File: src/rtl/mem_arbiter.sv
// Merges the core's fetch and data ports onto one memory port with data-first
// priority, routing in-order responses back to their source through an ID FIFO.
module mem_arbiter #(
  parameter int unsigned Xlen      = 32,
  parameter int unsigned Ilen      = 32,
  parameter int unsigned MaskBits  = Xlen / 8,
  parameter int unsigned DepthLog2 = 2,
  parameter bit          WriteAck  = 1'b1
) (
  input  logic                 clk_i,
  input  logic                 rst_ni,

  output logic                 instmem_ready_o,
  input  logic                 instmem_valid_i,
  input  logic [Xlen-1:0]      instmem_addr_i,
  input  logic [Ilen-1:0]      instmem_wdata_i,
  input  logic [MaskBits-1:0]  instmem_wmask_i,
  output logic [Ilen-1:0]      instmem_rdata_o,
  output logic                 instmem_rvalid_o,

  output logic                 datamem_ready_o,
  input  logic                 datamem_valid_i,
  input  logic [Xlen-1:0]      datamem_addr_i,
  input  logic [Xlen-1:0]      datamem_wdata_i,
  input  logic [MaskBits-1:0]  datamem_wmask_i,
  output logic [Xlen-1:0]      datamem_rdata_o,
  output logic                 datamem_rvalid_o,

  input  logic                 mem_ready_i,
  output logic                 mem_valid_o,
  output logic [Xlen-1:0]      mem_addr_o,
  output logic [Xlen-1:0]      mem_wdata_o,
  output logic [MaskBits-1:0]  mem_wmask_o,
  input  logic [Xlen-1:0]      mem_rdata_i,
  input  logic                 mem_rvalid_i,

  output logic [DepthLog2:0]   outstanding_o,
  output logic                 err_o
);

  localparam int unsigned Depth = 1 << DepthLog2;
  localparam int unsigned CntW  = DepthLog2 + 1;
  localparam int unsigned PtrW  = DepthLog2;

  localparam logic IdFetch = 1'b0;
  localparam logic IdData  = 1'b1;

  // ID FIFO storage: one bit per slot records which port issued the request
  logic [Depth-1:0] id_q, id_d;
  logic [PtrW-1:0]  wr_ptr_q, wr_ptr_d;
  logic [PtrW-1:0]  rd_ptr_q, rd_ptr_d;
  logic [CntW-1:0]  count_q, count_d;
  logic             err_q, err_d;

  logic full;
  logic empty;
  logic sel_d;
  logic sel_i;
  logic d_tracked;
  logic blocked;
  logic req_valid;
  logic xfer;
  logic push;
  logic pop;
  logic head_id;

  logic unused_wmask;
  assign unused_wmask = ^instmem_wmask_i;

  // Grant: occupancy is taken from the register only, so a same-cycle pop
  // never opens a path from mem_rvalid_i to any ready or valid.
  always_comb begin
    full      = (count_q == CntW'(Depth));
    empty     = (count_q == '0);
    sel_d     = datamem_valid_i;
    sel_i     = instmem_valid_i & ~datamem_valid_i;
    d_tracked = ~(|datamem_wmask_i) | WriteAck;
    blocked   = full & (sel_d ? d_tracked : sel_i);
    req_valid = rst_ni & (sel_d | sel_i) & ~blocked;
    xfer      = req_valid & mem_ready_i;
    push      = xfer & (sel_d ? d_tracked : 1'b1);
    pop       = rst_ni & mem_rvalid_i & ~empty;
    head_id   = id_q[rd_ptr_q];
  end

  // Request mux and upstream handshakes
  always_comb begin
    mem_valid_o     = req_valid;
    mem_addr_o      = instmem_addr_i;
    mem_wdata_o     = Xlen'(instmem_wdata_i);
    mem_wmask_o     = '0;
    datamem_ready_o = 1'b0;
    instmem_ready_o = 1'b0;
    if (sel_d) begin
      mem_addr_o      = datamem_addr_i;
      mem_wdata_o     = datamem_wdata_i;
      mem_wmask_o     = datamem_wmask_i;
      datamem_ready_o = xfer;
    end else if (sel_i) begin
      instmem_ready_o = xfer;
    end
  end

  // Response routing by FIFO head; a response with nothing tracked is dropped
  always_comb begin
    instmem_rdata_o  = Ilen'(mem_rdata_i);
    datamem_rdata_o  = mem_rdata_i;
    instmem_rvalid_o = pop & (head_id == IdFetch);
    datamem_rvalid_o = pop & (head_id == IdData);
    outstanding_o    = count_q;
    err_o            = err_q;
  end

  // FIFO and error next-state
  always_comb begin
    id_d     = id_q;
    wr_ptr_d = wr_ptr_q;
    rd_ptr_d = rd_ptr_q;
    count_d  = count_q;
    err_d    = err_q | (mem_rvalid_i & empty);
    if (push) begin
      id_d[wr_ptr_q] = sel_d ? IdData : IdFetch;
      wr_ptr_d       = wr_ptr_q + PtrW'(1);
    end
    if (pop) begin
      rd_ptr_d = rd_ptr_q + PtrW'(1);
    end
    case ({push, pop})
      2'b10:   count_d = count_q + CntW'(1);
      2'b01:   count_d = count_q - CntW'(1);
      default: count_d = count_q;
    endcase
  end

  always_ff @(posedge clk_i or negedge rst_ni) begin
    if (!rst_ni) begin
      id_q     <= '0;
      wr_ptr_q <= '0;
      rd_ptr_q <= '0;
      count_q  <= '0;
      err_q    <= 1'b0;
    end else begin
      id_q     <= id_d;
      wr_ptr_q <= wr_ptr_d;
      rd_ptr_q <= rd_ptr_d;
      count_q  <= count_d;
      err_q    <= err_d;
    end
  end

endmodule

File: config.mk
export PLATFORM = sky130hd
export DESIGN_NAME = mem_arbiter
export DESIGN_NICKNAME = d
export VERILOG_FILES = /design/src/rtl/mem_arbiter.sv
export SDC_FILE = /design/constraint.sdc
export NUM_CORES = 1
export LEC_CHECK = 0
export CAP_MARGIN = 20
export CORE_AREA = 2 2 121 123
export CTS_CLUSTER_DIAMETER = 150
export DETAILED_ROUTE_END_ITERATION = 12
export DIE_AREA = 0 0 123 125
export GPL_ROUTABILITY_DRIVEN = 0
export PLACE_DENSITY = 0.55
export SKIP_CTS_REPAIR_TIMING = 1
export SYNTH_ARGS = -nofsm -noshare
export SYNTH_HDL_FRONTEND = slang
export SYNTH_SLANG_ARGS = --single-unit
File: constraint.sdc
create_clock -name clk_i -period 2.8 [get_ports clk_i]
set_clock_uncertainty 0.1 [all_clocks]
set_input_delay 0.28 -clock clk_i [delete_from_list [all_inputs] [get_ports clk_i]]
set_output_delay 0.28 -clock clk_i [all_outputs]
set_load 0.02 [all_outputs]
# After elaboration in Yosys (flattened, before gate mapping)
# Cells that the tools add are included.
# word_totals
register_bits	12
out_inout_bits	141
# classes
eq_ne	3
order_cmp	3
n_reduce_logical	3
bitwise_logic	16
mux	14
add_sub_neg	4
# ops
cell	n
2-to-1 mux 32 bit	2
bitwise AND 1 bit	10
2-to-1 mux 1 bit	7
< comparator 2 x 3 -> 1 bit, second input constant	2
case mux 3 bit (2 select lines)	1
adder 2 x 1 -> 2 bit, second input constant	2
bitwise mux 4 bit	1
2-to-1 mux 4 bit	1
NOT 1 bit	4
adder 3 x 1 -> 3 bit, second input constant	1
equality test 3 bit, second input constant	1
zero test 3 bit	1
subtractor 3 x 1 -> 3 bit, second input constant	1
binary-select mux 1 bit (select 2 bit)	1
demux 1 bit (select 2 bit)	1
equality test 2 x 1 -> 1 bit, second input constant	1
equality test 2 bit, second input constant	1
>= comparator 2 x 1 -> 1 bit, second input constant	1
bitwise OR 1 bit	2
nonzero test 2 bit	1
logical AND 1 bit	1

# Longest topological paths before layout
# Gate-level depths: netlist of run 1.
# logic_depth
depth_word	9
ltp_mapped	9
ltp_nobuf	8

# Worst setup path before layout of run 1
# Ideal clock, no wire load.
# synth_timing
path_kind	register to register
from	reg count_q[2] (netlist: outstanding_o[2])
to	reg count_q[2] (netlist: outstanding_o[2])
arrival_time_ps	2045
synth_period_minus_slack_ps	2225
path_stages_with_launch	10
path_slack_ps	575
n_path_buf	1
path_cell_list	dfrtp_1 > or3b_1 > buf_6 > nand2_8 > ha_1 > inv_1 > fa_1 > xor2_1 > nor2_1 > xor2_1
# synth_between
elab_chain_len	7
# synth_rtl
element	line	text
start, declared	52	logic [CntW-1:0] count_q, count_d;
start signal, assigned	146	count_q <= count_d;
equality test 3 bit	73	full = (count_q == CntW'(Depth));
bitwise AND 1 bit	78	blocked = full & (sel_d ? d_tracked : sel_i);
NOT 1 bit	79	req_valid = rst_ni & (sel_d | sel_i) & ~blocked;
bitwise AND 1 bit	79	
bitwise AND 1 bit	80	xfer = req_valid & mem_ready_i;
equality test 2 x 1 -> 1 bit / equality test 2 bit (equally long branches)	128	case ({push, pop})
case mux 3 bit (2 select lines) / nonzero test 2 bit (equally long branches)	n/a	
# Parallel ways exist; a longest one is shown, timed or not.
# A chain may end at the register's enable or synchronous reset.

# Worst setup path in the final report of run 1
# layout_timing
from	reg count_q[0] (netlist: outstanding_o[0])
to	out datamem_ready_o
# layout_between
elab_chain_len	6
# layout_rtl
element	line	text
equality test 3 bit	73	
bitwise AND 1 bit	78	
NOT 1 bit	79	
bitwise AND 1 bit	79	
bitwise AND 1 bit	80	
2-to-1 mux 1 bit	94	if (sel_d) begin
end, declared	21	output logic datamem_ready_o,
# No other way between the ends.

==> results of run 1 <==
-- logic make-up after synthesis --
| family | count (synthesis) | synth area share (%) |
|---|---|---|
| buffers and inverters | 78 | 27.6 |
| multiplexers | 71 | 41.6 |
| AND/OR/NAND/NOR | 17 | 6.54 |
| flip-flops | 12 | 15.1 |
| XOR/XNOR | 6 | 2.64 |
| adder cells (fa/ha/maj) | 6 | 4.15 |
| AO/OA/AOI/OAI | 4 | 2.33 |
-- worst min path at each step --
| stage | from | end | slack, ns | cells after the start |
|---|---|---|---|---|
| after floorplan | rst_ni | err_o$_DFF_PN0_ | -0.12 | 0 |
| after global placement | err_o$_DFF_PN0_ | err_o$_DFF_PN0_ | 0.35 | 1 |
| after detailed placement | err_o$_DFF_PN0_ | err_o$_DFF_PN0_ | 0.36 | 1 |
| after CTS | rst_ni | outstanding_o[2]$_DFFE_PN0P_ | 0.36 | 2 |
| after global routing | rst_ni | outstanding_o[2]$_DFFE_PN0P_ | 0.38 | 2 |
| final | rst_ni | outstanding_o[2]$_DFFE_PN0P_ | 0.35 | 2 |
-- cells in the final DEF, fill, tap and decap left out, types with 2 or more instances in the layout --
cell type        synthesis  layout
and2_1                   5       5
buf_4                   64       3
clkbuf_16                0       3
clkdlybuf4s50_1          0     213
dfrtp_1                 12      12
ha_1                     5       5
inv_1                    5       5
mux2_2                  64      64
mux2_4                   5       5
nand3_2                  4       4
nor2_1                   2       2
xnor2_1                  3       3
xor2_1                   3       3
-- Yosys cell counts --
library cell,number
buf_4,64
mux2_2,64
dfrtp_1,12
buf_2,7
and2_1,5
ha_1,5
inv_1,5
mux2_4,5
nand3_2,4
xnor2_1,3
xor2_1,3
nor2_1,2
a21o_1,1
and3_2,1
buf_1,1
buf_6,1
fa_1,1
mux2i_1,1
mux4_2,1
nand2_1,1
nand2_8,1
nor2b_1,1
nor3_1,1
o211a_1,1
o211a_4,1
o311a_2,1
or3b_1,1
-- routing by layer --
metal  share of wire [%]  vias up
li1                    -      898
met2                  51      140
met3                  12       39
met1                  33      884
met5                   0        -
met4                 4.6        0
-- worst reg2reg max path, cell delays in order (launching register included) --
cell and delay (ns):
dfrtp_1 0.43, or3b_1 0.58, nand2_8 0.15, ha_1 0.19, inv_1 0.06, fa_1 0.37, xor2_1 0.15, nor2_1 0.11
xor2_1 0.15
-- layout make-up --
cell class	count	area share (%)
multi-input combinational	104	28.8
clock buffer	4	2.24
timing repair buffer	218	55.1
sequential	12	7.59
inverter	5	0.474
tap	184	5.82
-- power by group through the flow --
stage | Sequential, mW | Clock [mW] | Combinational, mW
floorplan | 0.367 | 0 | 0.632
global placement | 0.347 | 0 | 0.986
detailed placement | 0.352 | 0 | 1.00
CTS | 0.351 | 0.292 | 1.01
global route | 0.365 | 0.306 | 1.06
finish | 0.351 | 0.287 | 0.993
-- state kept, by name (all words and copies together) (netlist names) --
name           cells
id_q               4
rd_ptr_q           2
wr_ptr_q           2
err_o              1
outstanding_o      3
==> results.py, run 1 <==
metrics = {
    "power": {
        "p_comb_share_pct": 60.9,
        "power_frac_clock_pct": 17.6,
        "ir_drop_mv": 0.239,
        "power_density_nw_per_um2": 412,
        "power_mw": 1.63,
        "leakage_nw": 1.51,
        "swShare_pct": 34.0,
        "intPower_mw": 1.08,
        "p_switching_uw": 554,
        "seqPwrFrac_pct": 21.5,
    },
    "cts": {
        "cts-buffers-inserted": 3,
        "clk_pin_slew_ns": 0.04,
        "cts_tree": "done",
        "cts_root_buf": "clkbuf_16",
        "h-tree-depth": 1,
        "clockBufferDepth": 2,
        "clock-sinks": 12,
        "worstSkewPairLatency_ns": 0.24,
    },
    "timing": {
        "setup_viol": 0,
        "period_share_pct": 87.4,
        "max_clock_freq_ghz": 0.409,
        "min_period_ns": 2.45,
        "worst_pin_slew_ns": 0.431,
        "final.setup.worst_slack_ns": 0.354,
        "hold_violations": 0,
        "maxSlewViolCount": 0,
        "max-slew-margin-rel_pct": 71.3,
        "tns_ns": 0,
        "fin_hold_ws_ns": 0.349,
        "rsz0062_at_grt": "false",
    },
    "hold_path": {
        "min-delay-path-class": "primary input to async pin",
    },
    "finish": {
        "seq_area_um2": 300,
        "multi_input_area_um2": 1140,
        "drive_above_1_share_pct": 25.4,
        "antenna_cells": 0,
        "fin_util_pct": 27.9,
        "fillerInstances": 1486,
        "nNetsFinal": 524,
        "layout.cells.non_filler": 527,
        "fin_area_um2": 3960,
        "area_growth_syn_to_layout_pct": 98.9,
    },
    "logic_synthesis": {
        "synth_area_um2": 1990,
        "synth_area_per_cell_um2": 10.3,
        "yosysUniqueCellTypes": 27,
        "synth-seq-area-share_pct": 15.1,
        "synthesis.nets": 374,
        "yosysTopAreaCell": "mux2_2",
        "yosysTopAreaCellShare_pct": 36.2,
        "netlist_instances": 194,
        "ys_ff_latch": 12,
        "ys_warn_count": 0,
        "synthTopCellsByArea": "mux2_2 36%, buf_4 24%, dfrtp_1 15%, mux2_4 3.8%, ha_1 3.1%",
    },
    "worst_setup_path": {
        "startpoint": "outstanding_o[0]$_DFFE_PN0P_",
        "crit_path_end": "datamem_ready_o",
        "rrSetupSlack_ns": 0.43,
        "start_kind": "flop",
        "r2r_cells": 8,
        "crit_type": "flop to primary output",
        "rr_startpoint": "outstanding_o[0]$_DFFE_PN0P_",
        "worstPathRequired_ns": 2.42,
        "endpoint_kind": "primary output",
        "crit_path_max_incr_delay_ns": 0.58,
        "arrival_ns": 2.07,
        "critPathTopFamily": "simple AND/OR/NAND/NOR gates",
        "crit_chain": "or3b_1, and3_2, clkdlybuf4s50_1",
        "worst-path-stages": 3,
        "cp_max_fo": 7,
        "slowest_stage": "or3b_1",
        "r2r_end": "outstanding_o[2]$_DFFE_PN0P_",
        "crit_buf_inv": 1,
    },
    "grt": {
        "grt_pass1_vias": 2035,
        "gr-usage-met1_pct": 8.14,
        "grt_busiest_layer": "met2",
        "grt_pass1_wl_mm": 10.2,
        "use_met2_pct": 15.7,
        "grt_usage_pct": 8.27,
        "grt_start_max_net_pins": 50,
        "antenna_found_initial": 0,
        "use_met3_pct": 2.19,
        "grt.overflow.total": 0,
    },
    "floorplanning": {
        "initial_core_util_pct": 14.0,
        "dieWidth_um": 123,
        "chipHeight_um": 125,
        "fp.coreArea_um2": 14200,
        "io_pins": 315,
        "num_rows": 44,
        "dieArea_um2": 15400,
    },
    "detailed_routing": {
        "dr_total_vias": 1961,
        "drt_iter0_drc": 33,
        "first_pass_iters": 2,
        "wl_per_cell_um": 13.5,
        "viasPerCell": 3.72,
        "wl_mm": 7.09,
        "drc": 0,
        "ant_nets": 0,
    },
    "placement": {
        "dpl_cell_area_um2": 3870,
        "portBuffers": 214,
        "dp_hpwl_mm": 6.04,
        "pre_cts_slack_ns": 0.411,
        "dp_cells": 523,
    },
    "run_status": {
        "status": "finished, final reports clean",
    },
    "flow_run": {
        "max_cap_violations": 0,
    },
}
(Power assumes the default switching activity.)
==> run 2: changes to the inputs <==
Settings changed: SETUP_SLACK_MARGIN set to 0.5, TNS_END_PERCENT set to 30.
==> results.py, run 2 (synthesis results as in run 1) <==
metrics = {
    "run_status": {
        "status": "finished, final reports clean",
    },
    "cts": {
        "clock-sinks": 12,
        "h-tree-depth": 1,
        "cts_root_buf": "clkbuf_16",
        "cts-buffers-inserted": 3,
        "worstSkewPairLatency_ns": 0.24,
        "clk_pin_slew_ns": 0.04,
        "clockBufferDepth": 2,
        "cts_tree": "done",
    },
    "floorplanning": {
        "dieArea_um2": 15400,
        "initial_core_util_pct": 14.0,
        "dieWidth_um": 123,
        "io_pins": 315,
        "num_rows": 44,
        "fp.coreArea_um2": 14200,
        "chipHeight_um": 125,
    },
    "finish": {
        "fillerInstances": 1488,
        "top_register": "id_q",
        "nNetsFinal": 525,
        "fin_util_pct": 28.0,
        "final_common_cell": "clkdlybuf4s50_1",
        "drive_above_1_share_pct": 26.2,
        "antenna_cells": 0,
        "largest_register_ffs": 4,
        "final_cell_mix": "211 x clkdlybuf4s50_1, 64 x mux2_2, 11 x dfrtp_1",
        "area_growth_syn_to_layout_pct": 99.9,
    },
    "power": {
        "swShare_pct": 33.9,
        "ir_drop_mv": 0.245,
        "seqPwrFrac_pct": 21.6,
        "power_density_nw_per_um2": 415,
        "p_comb_share_pct": 61.1,
        "p_switching_uw": 559,
        "intPower_mw": 1.09,
        "power_frac_clock_pct": 17.3,
        "leakage_nw": 1.54,
    },
    "detailed_routing": {
        "first_pass_iters": 2,
        "met3_length_um": 836,
        "highest_layer": "met4",
        "drt_iter0_drc": 30,
        "wl_per_cell_um": 13.5,
        "viasPerCell": 3.73,
        "wl_mm": 7.14,
        "ant_nets": 0,
        "dr_total_vias": 1967,
        "dr_wl_met2_mm": 3.65,
        "met1Wirelength_mm": 2.33,
        "drc": 0,
    },
    "timing": {
        "setup_viol": 0,
        "max_clock_freq_ghz": 0.438,
        "rsz0062_at_grt": "true",
        "min_period_ns": 2.28,
        "period_share_pct": 81.6,
        "maxSlewViolCount": 0,
        "worst_pin_slew_ns": 0.275,
        "max-slew-margin-rel_pct": 81.7,
        "hold_violations": 0,
        "tns_ns": 0,
    },
    "flow_run": {
        "max_cap_violations": 0,
    },
    "grt": {
        "grt_usage_pct": 8.27,
        "grt_start_max_net_pins": 50,
        "antenna_found_initial": 0,
        "grt.overflow.total": 0,
        "grt_pass1_vias": 2035,
        "grt_pass1_wl_mm": 10.2,
    },
    "worst_setup_path": {
        "startpoint": "rst_ni",
        "crit_type": "primary input to primary output",
        "worstPathRequired_ns": 2.42,
        "rr_startpoint": "outstanding_o[0]$_DFFE_PN0P_",
        "endpoint_kind": "primary output",
        "arrival_ns": 1.90,
        "start_kind": "primary input",
        "cp_max_fo": 6,
    },
    "hold_path": {
        "min-delay-path-class": "primary input to async pin",
    },
    "placement": {
        "dp_hpwl_mm": 6.04,
        "portBuffers": 214,
    },
}
run 2: cell count changes in the layout (fill, tap and decap cells not counted), sizes merged:
cell | previous run | this run
clkdlybuf4s50 | 213 | 211
dlymetal6s2s | 0 | 2
clkbuf | 4 | 5
run 2: power groups by stage:
stage / combinational, mW / sequential, mW / clock [mW]
after floorplan: 0.632 / 0.367 / 0
after global placement: 0.986 / 0.347 / 0
after detailed placement: 1.00 / 0.352 / 0
after CTS: 1.01 / 0.351 / 0.292
after global routing: 1.08 / 0.368 / 0.309
final: 1.01 / 0.355 / 0.286
run 2: worst max-delay path, stage by stage:
cell,delay (ns)
clkdlybuf4s50_1,0.56
o211a_4,0.28
and3_2,0.19
clkdlybuf4s50_1,0.60
run 2: layer usage:
layer	vias to the layer above	track usage [%]
li1	900	-
met1	888	8.14
met2	140	15.7
met3	39	2.19
met4	0	3.88
met5	-	0
run 2: area by class of cell:
cell class / instances / area, um^2 / share of cell area, %
sequential: 12 / 302 / 7.58
multi-input combinational: 104 / 1140 / 28.7
clock buffer: 4 / 88.8 / 2.23
inverter: 5 / 18.8 / 0.472
timing repair buffer: 219 / 2190 / 55.2
tap: 184 / 230 / 5.79
run 2: final timing paths:
path	to	slack (ns)	depth (start not counted)
max	datamem_ready_o	0.52	4
min reg2reg	err_o$_DFF_PN0_	0.36	1
max reg2reg	outstanding_o[2]$_DFFE_PN0P_	0.60	8
min	outstanding_o[2]$_DFFE_PN0P_	0.35	2
max in group asynchronous	id_q[3]$_DFFE_PN0P_	2.10	2
min in group clk_i	err_o$_DFF_PN0_	0.36	1
run 2: per-stage QoR:
stage / instance area [um^2] / worst slack [ns] / power (mW) / std cells / hold slack, ns
3_5_place_dp: 3870 / 0.411 / 1.36 / 523 / 0.359
2_1_floorplan: 1990 / 0.575 / 0.999 / 194 / -0.116
4_1_cts: 3960 / 0.336 / 1.65 / 527 / 0.356
6_report: 3980 / 0.516 / 1.65 / 528 / 0.352
3_3_place_gp: 3870 / 0.453 / 1.33 / 523 / 0.353
5_1_grt: 3980 / 0.471 / 1.75 / 528 / 0.375
